--- src/rtl/shifter_if.sv ---
// Signal bundle for the shifter: operand, shift-amount bits, direction and the registered result.
// There is no handshake; a new operand is accepted every clock and o follows one clock later.
interface shifter_if;
    logic [7:0] a;
    logic       s0;
    logic       s1;
    logic       s2;
    logic       left_direction;
    logic [7:0] o;

    modport master (
        output a, s0, s1, s2, left_direction,
        input  o
    );

    modport slave (
        input  a, s0, s1, s2, left_direction,
        output o
    );
endinterface

--- src/rtl/shifter.sv ---
// 8-bit logical barrel shifter: three direction-aware mux stages (1, 2, 4) feeding one
// output register. Zero fill in both directions, no rotate, synchronous active-high reset.
module shifter (
    input  logic     clk,
    input  logic     rst,
    shifter_if.slave bus
);

    logic [7:0] stage1;
    logic [7:0] stage2;
    logic [7:0] stage3;

    // Smallest weight first; the order does not change the result for logical shifts.
    always_comb begin
        stage1 = bus.a;
        if (bus.s2) begin
            stage1 = bus.left_direction ? {bus.a[6:0], 1'b0} : {1'b0, bus.a[7:1]};
        end

        stage2 = stage1;
        if (bus.s1) begin
            stage2 = bus.left_direction ? {stage1[5:0], 2'b00} : {2'b00, stage1[7:2]};
        end

        stage3 = stage2;
        if (bus.s0) begin
            stage3 = bus.left_direction ? {stage2[3:0], 4'h0} : {4'h0, stage2[7:4]};
        end
    end

    always_ff @(posedge clk) begin
        if (rst) begin
            bus.o <= 8'h00;
        end else begin
            bus.o <= stage3;
        end
    end

endmodule

--- src/flat_wrapper.sv ---
// flat-port wrapper written by rule: the top's interface ports become plain ports
module shifter_flat 
  (clk, rst, bus_a, bus_s0, bus_s1, bus_s2, bus_left_direction, bus_o);
  shifter_if bus_i ();
  input  logic clk;
  input  logic rst;
  input wire logic [$bits(bus_i.a)-1:0] bus_a;
  input wire logic [$bits(bus_i.s0)-1:0] bus_s0;
  input wire logic [$bits(bus_i.s1)-1:0] bus_s1;
  input wire logic [$bits(bus_i.s2)-1:0] bus_s2;
  input wire logic [$bits(bus_i.left_direction)-1:0] bus_left_direction;
  output wire logic [$bits(bus_i.o)-1:0] bus_o;
  assign bus_i.a = bus_a;
  assign bus_i.s0 = bus_s0;
  assign bus_i.s1 = bus_s1;
  assign bus_i.s2 = bus_s2;
  assign bus_i.left_direction = bus_left_direction;
  assign bus_o = bus_i.o;
  shifter u_core (.clk(clk), .rst(rst), .bus(bus_i));
endmodule
--- config.mk ---
export PLATFORM = sky130hd
export DESIGN_NAME = shifter_flat
export DESIGN_NICKNAME = d
export VERILOG_FILES = /design/src/rtl/shifter_if.sv /design/src/rtl/shifter.sv /design/src/flat_wrapper.sv
export SDC_FILE = /design/constraint.sdc
export NUM_CORES = 1
export LEC_CHECK = 0
export CORE_MARGIN = 2
export CORE_UTILIZATION = 39
export DETAILED_ROUTE_END_ITERATION = 12
export HOLD_SLACK_MARGIN = 0.12
export PLACE_DENSITY = 0.75
export RECOVER_POWER = 25
export SETUP_SLACK_MARGIN = 0.4
export SYNTH_ARGS = -nofsm -noshare
export SYNTH_HDL_FRONTEND = slang
export SYNTH_SLANG_ARGS = --single-unit
--- constraint.sdc ---
create_clock -name clk -period 1.5 [get_ports clk]
set_clock_uncertainty 0.15 [all_clocks]
set_input_delay 0.375 -clock clk [delete_from_list [all_inputs] [get_ports clk]]
set_output_delay 0.375 -clock clk [all_outputs]
set_load 0.03 [all_outputs]
==> flow_summary.ini <==
[worst_hold_path]
hold_path.class = primary input to register
hold_start = bus_s1

[setup_path]
cpPeakStageDelay_ns = 0.31
crit_family = flip-flops
cp.arrival_ns = 0.87
crit_slowest_cell = dfxtp_2
path_class = register to output port
crit_chain = clkbuf_1
crit_fanout = 1
critPathLaunchType = register
path_buf_inv = 1
critPathLaunch = u_core.bus.o[1]$_SDFF_PP0_
crit_path_end_kind = output port
critPathRequiredTime_ns = 0.97

[synthesis]
synth_area_um2 = 655.6
syn-num-nets = 96
ys_async_sr_fraction_pct = 0
synth-main-ff-cell = dfxtp_1
yosysWarnings = 0
syn_area_per_cell_um2 = 7.995
ys_seq_area_share_pct = 24.43
synthCells = 82
synth_cell_type_count = 25
synth_edf_count = 0
synth-seq-cells = 8

[clocking]
clock_path_buffers = 2
cts_tree = built
cts_buffers = 3
cts-root-buf = clkbuf_4
path_clk_slew_ns = 0.06
ctsHtreeMaxLevel = 1
cts_sinks = 8

[final_layout]
layout-drive-gt1-share_pct = 49.59
nNetsFinal = 137
n_antenna_cell = 0
largest_reg_flops = 8
reg_top3 = u_core.bus.o: 8 flops
regMostFlops = u_core.bus.o
fillers = 124
multi_input_area_um2 = 508.0
syn_to_final_growth_pct = 69.08
final_cell_mix = nor2_1 (15), buf_4 (15), mux2i_1 (8), o22ai_1 (8), buf_6 (8)
postLayoutCoreUtil_pct = 71.92
regArea_um2 = 168.9

[sta]
max_slew_margin_pct = 75.76
fin_crit_sh_pct = 93.10
rsz0062_at_grt = true
worst_pin_slew_ns = 0.3652
finalSetupTns_ns = 0
hold_violations = 0
setup_viol = 0
fin_crit_ns = 1.396
drv_slew = 0
fmax_mhz = 716.1

[power]
power.leakage_uw = 0.0004906
ir_drop_uv = 384.1
power.density_nw_per_um2 = 642.6
pwr-share-comb_pct = 42.9
switching_share_pct = 33.12
switching_power_uw = 235.9
intPower_uw = 476.4
p_seq_share_pct = 32.9
p_clk_share_pct = 24.2

[floorplanning]
pin_count = 22
dieArea_um2 = 2025
initial_core_util_pct = 42.53
core-area_um2 = 1541
die_height_um = 45
fp.dieW_um = 45
placementRows = 14

[run]
drv_cap = 0

[placement]
dp_hpwl_mm = 1.363
io_buffers = 21
globalplace.congestion = 0.8638

[grt]
track_usage_pct = 24.55
grt_pass1_vias = 834
grt_max_degree = 13
antenna_found_initial = 0
grt.overflow.total = 0
grt_pass1_wl_mm = 3.532

[detailed_routing]
drt_iter0_markers = 26
finalWirelength_mm = 2.100
viasPerCell = 5.934
wire_per_inst_um = 15.33
via_count = 813
ant_nets = 0
drtPass1Iterations = 4
drc = 0

[run_status]
status = finished, final reports clean
path summary, 6_finish.rpt:
path | endpoint | slack, ns | cells after the start
worst max-delay path | bus_o[1] | 0.10 | 1
worst min-delay path | u_core.bus.o[6]$_SDFF_PP0_ | 0.45 | 4
area by class of cell:
| class | instances | area share (%) |
|---|---|---|
| tap | 16 | 1.806 |
| clock buffer | 3 | 2.032 |
| timing repair buffer | 43 | 35.10 |
| sequential | 8 | 15.24 |
| multi-input combinational | 67 | 45.82 |
repair_timing:
action	in CTS	in global routing
hold endpoints to repair	0	0
pin swaps	19	6
buffers inserted	5	0
hold buffers	0	0
cloned	2	0
gates resized for setup	99	11
setup endpoints to repair	16	16
power by group through the flow:
stage	Clock [uW]	Combinational [uW]	Sequential (uW)
floorplan	0	120	265
global route	181	324	236
finish	172	306	235
CTS	171	302	235
global placement	0	261	235
detailed placement	0	265	235
cell usage after synthesis, drive strengths merged, types with 2 or more instances:
cell type,count,area share [%]
nand2,3,1.7
mux2,3,5.2
nand3,2,1.5
buf,7,5.9
dfxtp,8,24
o22ai,8,7.6
mux2i,11,17
nand2b,3,2.9
o211ai,2,2.3
a21oi,2,2.1
a211oi,4,4.6
nand3b,3,3.4
a311oi,2,2.7
a22oi,2,2.3
nor2,15,8.6
layer usage:
metal | vias up | part of all wire, % | track usage [%]
met5 | - | 0 | 0
met4 | 0 | 3.5 | 16.47
met3 | 9 | 6.2 | 3.600
met2 | 42 | 50 | 42.57
met1 | 371 | 40 | 27.38
li1 | 391 | - | -
kinds of logic (layout without fill, tap and decap cells):
family | Yosys count | after routing | synth area share [%]
AOI/OAI and AO/OA | 22 | 22 | 23.66
buffers and inverters | 7 | 46 | 5.915
DFF | 8 | 8 | 24.43
muxes | 14 | 14 | 21.95
and+or+nand+nor | 31 | 31 | 24.05
through the flow:
step | instance area [um^2] | hold slack, ns | power (uW) | instances | setup WS [ns]
3_3_place_gp | 980.9 | 0.6547 | 495.9 | 127 | -0.5057
5_1_grt | 1109 | 0.4699 | 740.5 | 137 | 0.09013
4_1_cts | 1125 | 0.4216 | 708.0 | 137 | 0.1595
6_report | 1109 | 0.4503 | 712.3 | 137 | 0.1035
2_1_floorplan | 694.4 | 0.3857 | 384.9 | 82 | 0.03393
3_5_place_dp | 980.9 | 0.6551 | 500.2 | 127 | -0.5336
Power figures use the tool's default switching activity.
